**src/rtl/hazard_ctrl_if.sv**
```systemverilog
// Signal bundle between the 5-stage pipeline and hazard_ctrl.
// The pipeline side uses the master modport; hazard_ctrl uses the slave modport.
// REG_AW and CNT_W must match the values given to hazard_ctrl.
interface hazard_ctrl_if #(
    parameter int unsigned REG_AW = 5,
    parameter int unsigned CNT_W  = 16
);
    // Pipeline state observed by the hazard controller
    logic [REG_AW-1:0] ifIdRs;
    logic [REG_AW-1:0] ifIdRt;
    logic [REG_AW-1:0] idExRs;
    logic [REG_AW-1:0] idExRt;
    logic [REG_AW-1:0] idExRd;
    logic [REG_AW-1:0] exMemRd;
    logic [REG_AW-1:0] memWbRd;
    logic              idExMR;
    logic              idExRW;
    logic              exMemRW;
    logic              memWbRW;
    logic              branchTaken;
    logic              memReq;
    logic              memReady;

    // Pipeline controls produced by the hazard controller
    logic              pcWrite;
    logic              ifIdW;
    logic              controlMux;
    logic              ifIdFlush;
    logic              pipeFreeze;
    logic [1:0]        fwdA;
    logic [1:0]        fwdB;
    logic [CNT_W-1:0]  stallCycles;

    modport master (
        output ifIdRs, ifIdRt, idExRs, idExRt, idExRd, exMemRd, memWbRd,
        output idExMR, idExRW, exMemRW, memWbRW, branchTaken, memReq, memReady,
        input  pcWrite, ifIdW, controlMux, ifIdFlush, pipeFreeze, fwdA, fwdB,
        input  stallCycles
    );

    modport slave (
        input  ifIdRs, ifIdRt, idExRs, idExRt, idExRd, exMemRd, memWbRd,
        input  idExMR, idExRW, exMemRW, memWbRW, branchTaken, memReq, memReady,
        output pcWrite, ifIdW, controlMux, ifIdFlush, pipeFreeze, fwdA, fwdB,
        output stallCycles
    );
endinterface

```
**src/rtl/hazard_ctrl.sv**
```systemverilog
// Pipeline hazard controller for the 5-stage MIPS core: load-use stalls with
// configurable latency, branch flushes, data-cache freeze, EX operand
// forwarding selects and a stall-cycle performance counter.
// Build option: define HAZARD_FWD_EN to enable the forwarding unit; when it is
// undefined forwarding selects are tied to 00 and RUN-state RAW hazards stall.
module hazard_ctrl #(
    parameter int unsigned REG_AW   = 5,
    parameter int unsigned LOAD_LAT = 1,
    parameter int unsigned CNT_W    = 16
) (
    input  logic         clk,
    input  logic         reset,
    hazard_ctrl_if.slave bus
);

    typedef enum logic [1:0] {
        RUN      = 2'd0,
        LU_STALL = 2'd1,
        MEM_WAIT = 2'd2
    } state_t;

    localparam logic [3:0] LU_INIT = 4'(LOAD_LAT - 1);

    state_t           r_state;
    state_t           r_retState;
    logic [3:0]       r_cnt;
    logic [CNT_W-1:0] r_stallCycles;

    state_t           w_effState;
    state_t           w_nState;
    state_t           w_nRet;
    logic [3:0]       w_nCnt;
    logic             w_luHaz;
    logic             w_memWait;
    logic             w_rawHaz;
    logic             w_pcWrite;
    logic             w_ifIdW;
    logic             w_controlMux;
    logic             w_ifIdFlush;
    logic             w_pipeFreeze;
    logic [1:0]       w_fwdRawA;
    logic [1:0]       w_fwdRawB;
    logic             w_unused;

    assign w_luHaz = bus.idExMR && (bus.idExRt != '0) &&
                     ((bus.idExRt == bus.ifIdRs) || (bus.idExRt == bus.ifIdRt));

    assign w_memWait = bus.memReq && !bus.memReady;

`ifdef HAZARD_FWD_EN
    function automatic logic [1:0] fwd_sel(
        input logic [REG_AW-1:0] src,
        input logic              exRW,
        input logic [REG_AW-1:0] exRd,
        input logic              wbRW,
        input logic [REG_AW-1:0] wbRd
    );
        if (src == '0)                 return 2'b00;
        if (exRW && (exRd == src))     return 2'b10;
        if (wbRW && (wbRd == src))     return 2'b01;
        return 2'b00;
    endfunction

    assign w_fwdRawA = fwd_sel(bus.idExRs, bus.exMemRW, bus.exMemRd, bus.memWbRW, bus.memWbRd);
    assign w_fwdRawB = fwd_sel(bus.idExRt, bus.exMemRW, bus.exMemRd, bus.memWbRW, bus.memWbRd);
    assign w_rawHaz  = 1'b0;
    assign w_unused  = ^{bus.idExRW, bus.idExRd};
`else
    function automatic logic raw_match(
        input logic [REG_AW-1:0] src,
        input logic              exRW,
        input logic [REG_AW-1:0] exRd,
        input logic              memRW,
        input logic [REG_AW-1:0] memRd
    );
        return (src != '0) && ((exRW && (exRd == src)) || (memRW && (memRd == src)));
    endfunction

    assign w_fwdRawA = 2'b00;
    assign w_fwdRawB = 2'b00;
    assign w_rawHaz  = raw_match(bus.ifIdRs, bus.idExRW, bus.idExRd, bus.exMemRW, bus.exMemRd) ||
                       raw_match(bus.ifIdRt, bus.idExRW, bus.idExRd, bus.exMemRW, bus.exMemRd);
    assign w_unused  = ^{bus.idExRs, bus.memWbRW, bus.memWbRd};
`endif

    // MEM_WAIT behaves as the interrupted state once the cache is ready, so the
    // held LU_STALL count resumes in the very cycle memReady arrives.
    assign w_effState = (r_state == MEM_WAIT) ? r_retState : r_state;

    // Control decode and next-state selection, highest priority first
    always_comb begin
        w_pcWrite    = 1'b1;
        w_ifIdW      = 1'b1;
        w_controlMux = 1'b1;
        w_ifIdFlush  = 1'b0;
        w_pipeFreeze = 1'b0;
        w_nState     = w_effState;
        w_nCnt       = r_cnt;
        w_nRet       = r_retState;
        if (reset) begin
            w_nState = RUN;
        end else if (w_memWait) begin
            w_pcWrite    = 1'b0;
            w_ifIdW      = 1'b0;
            w_pipeFreeze = 1'b1;
            w_nState     = MEM_WAIT;
            if (r_state != MEM_WAIT) begin
                w_nRet = r_state;
            end
        end else begin
            unique case (w_effState)
                RUN: begin
                    if (bus.branchTaken) begin
                        w_ifIdFlush  = 1'b1;
                        w_controlMux = 1'b0;
                    end else if (w_luHaz) begin
                        w_pcWrite    = 1'b0;
                        w_ifIdW      = 1'b0;
                        w_controlMux = 1'b0;
                        if (LOAD_LAT > 1) begin
                            w_nState = LU_STALL;
                            w_nCnt   = LU_INIT;
                        end
                    end else if (w_rawHaz) begin
                        w_pcWrite    = 1'b0;
                        w_ifIdW      = 1'b0;
                        w_controlMux = 1'b0;
                    end
                end
                LU_STALL: begin
                    w_pcWrite    = 1'b0;
                    w_ifIdW      = 1'b0;
                    w_controlMux = 1'b0;
                    w_nCnt       = r_cnt - 4'd1;
                    if (r_cnt == 4'd1) begin
                        w_nState = RUN;
                    end
                end
                default: begin
                    w_nState = RUN;
                end
            endcase
        end
    end

    // State, stall countdown, return state and performance counter
    always_ff @(posedge clk) begin
        if (reset) begin
            r_state       <= RUN;
            r_retState    <= RUN;
            r_cnt         <= '0;
            r_stallCycles <= '0;
        end else begin
            r_state    <= w_nState;
            r_retState <= w_nRet;
            r_cnt      <= w_nCnt;
            if (!w_pcWrite) begin
                r_stallCycles <= r_stallCycles + CNT_W'(1);
            end
        end
    end

    assign bus.pcWrite     = w_pcWrite;
    assign bus.ifIdW       = w_ifIdW;
    assign bus.controlMux  = w_controlMux;
    assign bus.ifIdFlush   = w_ifIdFlush;
    assign bus.pipeFreeze  = w_pipeFreeze;
    assign bus.fwdA        = reset ? 2'b00 : w_fwdRawA;
    assign bus.fwdB        = reset ? 2'b00 : w_fwdRawB;
    assign bus.stallCycles = r_stallCycles;

endmodule
```
**src/flat_wrapper.sv**
```systemverilog
// flat-port wrapper written by rule: the top's interface ports become plain ports
module hazard_ctrl_flat 
#(
    parameter int unsigned REG_AW   = 5,
    parameter int unsigned LOAD_LAT = 1,
    parameter int unsigned CNT_W    = 16
)
  (clk, reset, bus_ifIdRs, bus_ifIdRt, bus_idExRs, bus_idExRt, bus_idExRd, bus_exMemRd, bus_memWbRd, bus_idExMR, bus_idExRW, bus_exMemRW, bus_memWbRW, bus_branchTaken, bus_memReq, bus_memReady, bus_pcWrite, bus_ifIdW, bus_controlMux, bus_ifIdFlush, bus_pipeFreeze, bus_fwdA, bus_fwdB, bus_stallCycles);
  hazard_ctrl_if #(.REG_AW(REG_AW), .CNT_W(CNT_W)) bus_i ();
  input  logic clk;
  input  logic reset;
  input wire logic [$bits(bus_i.ifIdRs)-1:0] bus_ifIdRs;
  input wire logic [$bits(bus_i.ifIdRt)-1:0] bus_ifIdRt;
  input wire logic [$bits(bus_i.idExRs)-1:0] bus_idExRs;
  input wire logic [$bits(bus_i.idExRt)-1:0] bus_idExRt;
  input wire logic [$bits(bus_i.idExRd)-1:0] bus_idExRd;
  input wire logic [$bits(bus_i.exMemRd)-1:0] bus_exMemRd;
  input wire logic [$bits(bus_i.memWbRd)-1:0] bus_memWbRd;
  input wire logic [$bits(bus_i.idExMR)-1:0] bus_idExMR;
  input wire logic [$bits(bus_i.idExRW)-1:0] bus_idExRW;
  input wire logic [$bits(bus_i.exMemRW)-1:0] bus_exMemRW;
  input wire logic [$bits(bus_i.memWbRW)-1:0] bus_memWbRW;
  input wire logic [$bits(bus_i.branchTaken)-1:0] bus_branchTaken;
  input wire logic [$bits(bus_i.memReq)-1:0] bus_memReq;
  input wire logic [$bits(bus_i.memReady)-1:0] bus_memReady;
  output wire logic [$bits(bus_i.pcWrite)-1:0] bus_pcWrite;
  output wire logic [$bits(bus_i.ifIdW)-1:0] bus_ifIdW;
  output wire logic [$bits(bus_i.controlMux)-1:0] bus_controlMux;
  output wire logic [$bits(bus_i.ifIdFlush)-1:0] bus_ifIdFlush;
  output wire logic [$bits(bus_i.pipeFreeze)-1:0] bus_pipeFreeze;
  output wire logic [$bits(bus_i.fwdA)-1:0] bus_fwdA;
  output wire logic [$bits(bus_i.fwdB)-1:0] bus_fwdB;
  output wire logic [$bits(bus_i.stallCycles)-1:0] bus_stallCycles;
  assign bus_i.ifIdRs = bus_ifIdRs;
  assign bus_i.ifIdRt = bus_ifIdRt;
  assign bus_i.idExRs = bus_idExRs;
  assign bus_i.idExRt = bus_idExRt;
  assign bus_i.idExRd = bus_idExRd;
  assign bus_i.exMemRd = bus_exMemRd;
  assign bus_i.memWbRd = bus_memWbRd;
  assign bus_i.idExMR = bus_idExMR;
  assign bus_i.idExRW = bus_idExRW;
  assign bus_i.exMemRW = bus_exMemRW;
  assign bus_i.memWbRW = bus_memWbRW;
  assign bus_i.branchTaken = bus_branchTaken;
  assign bus_i.memReq = bus_memReq;
  assign bus_i.memReady = bus_memReady;
  assign bus_pcWrite = bus_i.pcWrite;
  assign bus_ifIdW = bus_i.ifIdW;
  assign bus_controlMux = bus_i.controlMux;
  assign bus_ifIdFlush = bus_i.ifIdFlush;
  assign bus_pipeFreeze = bus_i.pipeFreeze;
  assign bus_fwdA = bus_i.fwdA;
  assign bus_fwdB = bus_i.fwdB;
  assign bus_stallCycles = bus_i.stallCycles;
  hazard_ctrl #(.REG_AW(REG_AW), .LOAD_LAT(LOAD_LAT), .CNT_W(CNT_W)) u_core (.clk(clk), .reset(reset), .bus(bus_i));
endmodule
```
**config.mk**
```make
export PLATFORM = sky130hd
export DESIGN_NAME = hazard_ctrl_flat
export DESIGN_NICKNAME = d
export VERILOG_FILES = /design/src/rtl/hazard_ctrl_if.sv /design/src/rtl/hazard_ctrl.sv /design/src/flat_wrapper.sv
export SDC_FILE = /design/constraint.sdc
export NUM_CORES = 1
export LEC_CHECK = 0
export ABC_AREA = 1
export CORE_MARGIN = 1
export CORE_UTILIZATION = 35
export CTS_BUF_LIST = sky130_fd_sc_hd__clkbuf_8
export CTS_CLUSTER_DIAMETER = 40
export DETAILED_ROUTE_END_ITERATION = 6
export PLACE_DENSITY_LB_ADDON = 0.05
export SLEW_MARGIN = 15
export SYNTH_ARGS = -nofsm -noshare
export SYNTH_HDL_FRONTEND = slang
export SYNTH_SLANG_ARGS = --single-unit
```
**constraint.sdc**
```tcl
create_clock -name clk -period 2.15 [get_ports clk]
set_input_delay 0.43 -clock clk [delete_from_list [all_inputs] [get_ports clk]]
set_output_delay 0.43 -clock clk [all_outputs]
set_load 0.03 [all_outputs]
```
==> flow_summary.yaml, run 1 <==
yosys:
  synth_area_mm2: 0.00188
  avgSynthCellArea_um2: 5.75
  ys_ff_latch: 24
  synth.largest_area_cell: "dfxtp_1"
  yosysUniqueCellTypes: 32
  yosysWarnings: 0
  synth_area_leaders: "dfxtp_1, nand2_1, nor2_1"
  postSynthCellCount: 327
  yosysSeqAreaShare: 0.256
  synth_top_area_share: 0.256
sta:
  layout_setup_ws_ps: 96.3
  setup_violations: 0
  timing.fmax_mhz: 487
  hold_violations: 0
  fin_crit_ps: 2050
  tns_ps: 0
  skew_ps: 5.80
  drv_slew: 0
  fin_crit_sh: 0.955
  fin_hold_ws_ps: 470
cells_and_area:
  area_growth_pct: 35.4
  diodes: 0
  nets: 444
  final_layout_size_suffix_gt1_frac: 0.190
  final_cells: 465
setup_path:
  crit_fanout: 3
  path_class: "input port to output port"
  crit_arrival_ps: 1620
  required_ps: 1720
  regToRegSetupSlack_ps: 340
  endpoint_kind: "output port"
  start_kind: "input port"
floorplanning:
  std_cell_rows: 26
  core_mm2: 0.00514
  dieHeight_um: 75.3
  io_pins: 69
  die_w_um: 75.3
  dieArea_mm2: 0.00567
  start_util: 0.366
detailed_routing:
  wl_per_cell_um: 10.3
  via_count: 2109
  drc: 0
  avgViaCountPerCell: 4.54
  drtPass1Iterations: 4
  ant_nets: 0
  wl_mm: 4.79
  drt_iter0_drc: 74
power:
  finalPower_mw: 1.01
  p_per_area_mw_per_mm2: 397
  peakVddDrop_mv: 0.325
  p_leak_nw: 1.26
min_path:
  hold_path_class: "register to register"
global_routing:
  grt_max_degree: 28
  track_usage: 0.168
  grt_pass1_vias: 1783
  overflow: 0
  antenna_found_initial: 0
  grt_first_pass_wirelength_mm: 7.29
place:
  hpwl_mm: 3.74
  numPortBuffers: 53
  place_congestion: 0.824
  dp.cells: 460
  place_ws_ps: -312
clock_tree:
  cts_root_buf: "clkbuf_8"
  ctsHoldBuffers: 0
  cts_sinks: 24
  cts_buffers: 3
  clkSlewWorstSetupHoldPaths_ps: 80
  clkLatencyLatePin_ps: 260
  htree_levels: 1
  cts_tree: "built"
  clockBufferDepth: 2
status:
  status: "complete, no violations"
run:
  maxCapViolCount: 0
## kinds of logic after synthesis
kind of cell,count (synthesis),synth area share
buffers and inverters,53,0.126
other,1,0.00200
adder cells (fa/ha/maj),3,0.0200
flip-flops,24,0.256
XOR/XNOR,5,0.0233
AO/OA/AOI/OAI,27,0.0786
AND/OR/NAND/NOR,214,0.494
## per-stage QoR
stage	util	area, µm²
final	0.495	2540
after global routing	0.495	2540
after CTS	0.503	2590
after detailed placement	0.495	2540
after global placement	0.495	2540
after floorplan	-	1890
## report_power, final
part / leakage [nW] / switching [mW] / internal [mW]
clock: 0.0216 / 0.136 / 0.125
combinational: 1.04 / 0.169 / 0.122
sequential: 0.194 / 0.00761 / 0.449
total: 1.26 / 0.312 / 0.696
## per-layer routing
metal	up-vias	part of all wire	track usage
li1	1147	-	-
met1	905	0.47	0.204
met2	53	0.46	0.302
met3	4	0.059	0.0241
met4	0	0.010	0.0597
met5	-	0	0
## cell usage in the layout, fill, tap and decap left out, drive strengths merged
cell type | netlist | layout
nand2 | 118 | 118
nor2 | 54 | 54
inv | 43 | 43
nand3 | 28 | 28
dfxtp | 24 | 24
buf | 8 | 24
clkdlybuf4s50 | 0 | 21
a21oi | 19 | 19
clkbuf | 1 | 19
nor3 | 9 | 9
o21ai | 6 | 6
dlygate4sd2 | 0 | 5
clkdlybuf4s15 | 0 | 5
conb | 1 | 4
xnor2 | 3 | 3
and3 | 3 | 3
ha | 3 | 3
xor2 | 2 | 2
nand3b | 2 | 2
clkinv | 1 | 1
o31ai | 1 | 1
a211oi | 1 | 1
## critical path, cell delays in order
cell	delay, ps
dlygate4sd2_1	260
inv_2	70
nand3_1	60
o21ai_1	170
inv_1	60
nand2_1	80
nand3_2	120
o31ai_2	190
buf_4	190
## registers in the layout, indices dropped and copies added (netlist names)
signal / cells
u_core.r_retState: 2
u_core.r_state: 2
u_core.bus.stallCycles: 16
u_core.r_cnt: 4
## final cells by class
cell class | count | area (µm²)
clock buffer | 3 | 41.3
fill | 578 | 2600
inverter | 44 | 165
multi-input combinational | 253 | 1200
sequential | 24 | 480
tap | 70 | 87.6
timing repair buffer | 71 | 569
## repair_timing
action | 4_1_cts | 5_1_grt
gates resized for setup | 43 | 37
setup endpoints to repair | 4 | 3
setup buffers | 0 | 2
pin swaps | 11 | 14
## Yosys cell counts, drive strengths merged
master / n
a211oi: 1
nand3b: 2
xnor2: 3
ha: 3
o31ai: 1
nor2: 54
nor3: 9
dfxtp: 24
clkinv: 1
xor2: 2
inv: 43
conb: 1
and3: 3
a21oi: 19
nand3: 28
clkbuf: 1
buf: 8
nand2: 118
o21ai: 6
## path summary, 6_finish.rpt
check,start,end,depth (start not counted)
worst max-delay path,bus_idExRt[1],bus_controlMux,9
worst min-delay path,u_core.r_retState[1],u_core.r_retState[1],2
worst max register to register,u_core.r_state[1],u_core.bus.stallCycles[7],11
worst min register to register,u_core.r_retState[1],u_core.r_retState[1],2
(Power assumes the default switching activity.)
==> inputs of run 2 (changes only) <==
SKIP_LAST_GASP = 1   (was not set)
==> results of run 2 <==
No change in the layout: final DEF, timing and power equal those of run 1.
==> inputs of run 3 (changes only) <==
CELL_PAD_IN_SITES_DETAIL_PLACEMENT = 0   (was not set)
CELL_PAD_IN_SITES_GLOBAL_PLACEMENT = 1   (was not set)
CORE_UTILIZATION = 32   (was 35)
==> run 3 against run 2 <==
  * Die area up 9.1%
  * First-iteration DRC count down 32%
  * Worst hold slack worse by 2.8 ps
  * Utilization down 2.3 points
  * Sequential power about the same
  * Critical path depth up 2
  * Setup slack worse by 32 ps
  * Routed wire length up 1.8%
  * Combinational power up 5%
  * Register-to-register slack better by 50 ps
  * Critical path type unchanged
==> flow_summary.yaml, run 3 (synthesis gave the netlist of run 1 again) <==
detailed_routing:
  avgViaCountPerCell: 4.47
  drc: 0
  wl_per_cell_um: 10.4
  drtPass1Iterations: 4
  wl_mm: 4.88
  ant_nets: 0
  via_count: 2087
  drt_iter0_drc: 50
setup_path:
  required_ps: 1720
  start_kind: "input port"
  crit_fanout: 3
  path_class: "input port to output port"
  cp-startpoint: "bus_idExRd[3]"
  reg2regPathDepth: 9
  worstReg2RegStart: "u_core.r_state[1]"
  crit_arrival_ps: 1660
  endpoint_kind: "output port"
global_routing:
  antenna_found_initial: 0
  overflow: 0
  track_usage: 0.166
  grt_pass1_vias: 1882
  grt_max_degree: 26
  grt_first_pass_wirelength_mm: 8.21
clock_tree:
  cts_tree: "built"
  cts_buffers: 3
  clkSlewWorstSetupHoldPaths_ps: 90
  cts_sinks: 24
  clkLatencyLatePin_ps: 270
  clockBufferDepth: 2
  cts_root_buf: "clkbuf_8"
  ctsHoldBuffers: 0
  htree_levels: 1
sta:
  fin_crit_sh: 0.970
  drv_slew: 0
  skew_ps: 5.30
  tns_ps: 0
  hold_violations: 0
  timing.fmax_mhz: 479
  setup_violations: 0
  fin_crit_ps: 2090
  layout_setup_ws_ps: 64.4
place:
  place_ws_ps: -318
  hpwl_mm: 3.84
  place_congestion: 0.797
  dp.cells: 462
  numPortBuffers: 53
min_path:
  worstHoldStart: "u_core.r_retState[1]"
  hold_path_class: "register to register"
  hold_depth: 2
floorplanning:
  core_mm2: 0.00557
  io_pins: 69
  die_w_um: 78.6
  dieArea_mm2: 0.00618
  start_util: 0.337
  std_cell_rows: 27
  dieHeight_um: 78.6
power:
  finalPower_mw: 1.16
  p_clk_frac: 0.341
  pwr-share-seq: 0.395
  p_sw_mw: 0.328
  p_leak_nw: 1.28
  p_per_area_mw_per_mm2: 439
  peakVddDrop_mv: 0.298
  switching_share: 0.284
  comb_power_share: 0.264
  p_int_mw: 0.827
cells_and_area:
  mostFrequentLayoutCells: "nand2_1, nor2_1, inv_1"
  final_cells: 467
  nets: 443
  diodes: 0
  final_layout_size_suffix_gt1_frac: 0.215
  layout_commonest_cell: "nand2_1"
  largest_reg_flops: 16
  area_growth_pct: 40.1
run:
  maxCapViolCount: 0
status:
  status: "complete, no violations"
==> run 3: layer usage <==
metal	wire [µm]	vias to the layer above	share of wire	global-route usage
li1	-	1142	-	-
met1	2200	901	0.45	0.202
met2	2340	40	0.48	0.298
met3	296	4	0.061	0.0267
met4	47	0	0.0096	0.0444
met5	0	-	0	0
==> run 3: final timing paths <==
check	end	slack (ps)
setup / recovery	bus_controlMux	60
hold / removal	u_core.r_retState[1]	470
setup reg to reg	u_core.bus.stallCycles[7]	390
hold reg to reg	u_core.r_retState[1]	470
==> run 3: final cells by class <==
type                       instances  area (µm²)
timing repair buffer              70         583
clock buffer                       3        41.3
fill                             632        2940
inverter                          44         165
clock inverter                     1        30.0
multi-input combinational        253        1240
tap                               72        90.1
sequential                        24         480
==> run 3: metrics by stage <==
stage	utilization	hold WS [ps]	area, µm²
floorplan	-	441	1890
global placement	0.457	454	2550
detailed placement	0.457	458	2550
CTS	0.473	473	2640
global route	0.472	504	2630
finish	0.472	467	2630
==> run 3: power by group through the flow <==
stage / Combinational, mW / Sequential [mW] / Clock, mW
after global placement: 0.305 / 0.467 / 0
after floorplan: 0.163 / 0.474 / 0
final: 0.305 / 0.456 / 0.394
after detailed placement: 0.303 / 0.467 / 0
after CTS: 0.299 / 0.457 / 0.411
after global routing: 0.339 / 0.458 / 0.427
==> run 3: what timing repair did <==
action,CTS,global route
hold endpoints to repair,0,0
pin swaps,10,13
endpoints found under the setup margin,3,3
gates cloned,0,0
buffers inserted,0,1
gates resized for setup,54,41
==> run 3: critical path, cell delays in order <==
cell	delay, ps
dlygate4sd2_1	260
inv_1	90
nand2_1	50
nand2_1	50
nor2_1	40
nand3_1	60
nand2_1	60
nand2_1	80
nand3_2	120
o31ai_2	210
buf_4	200
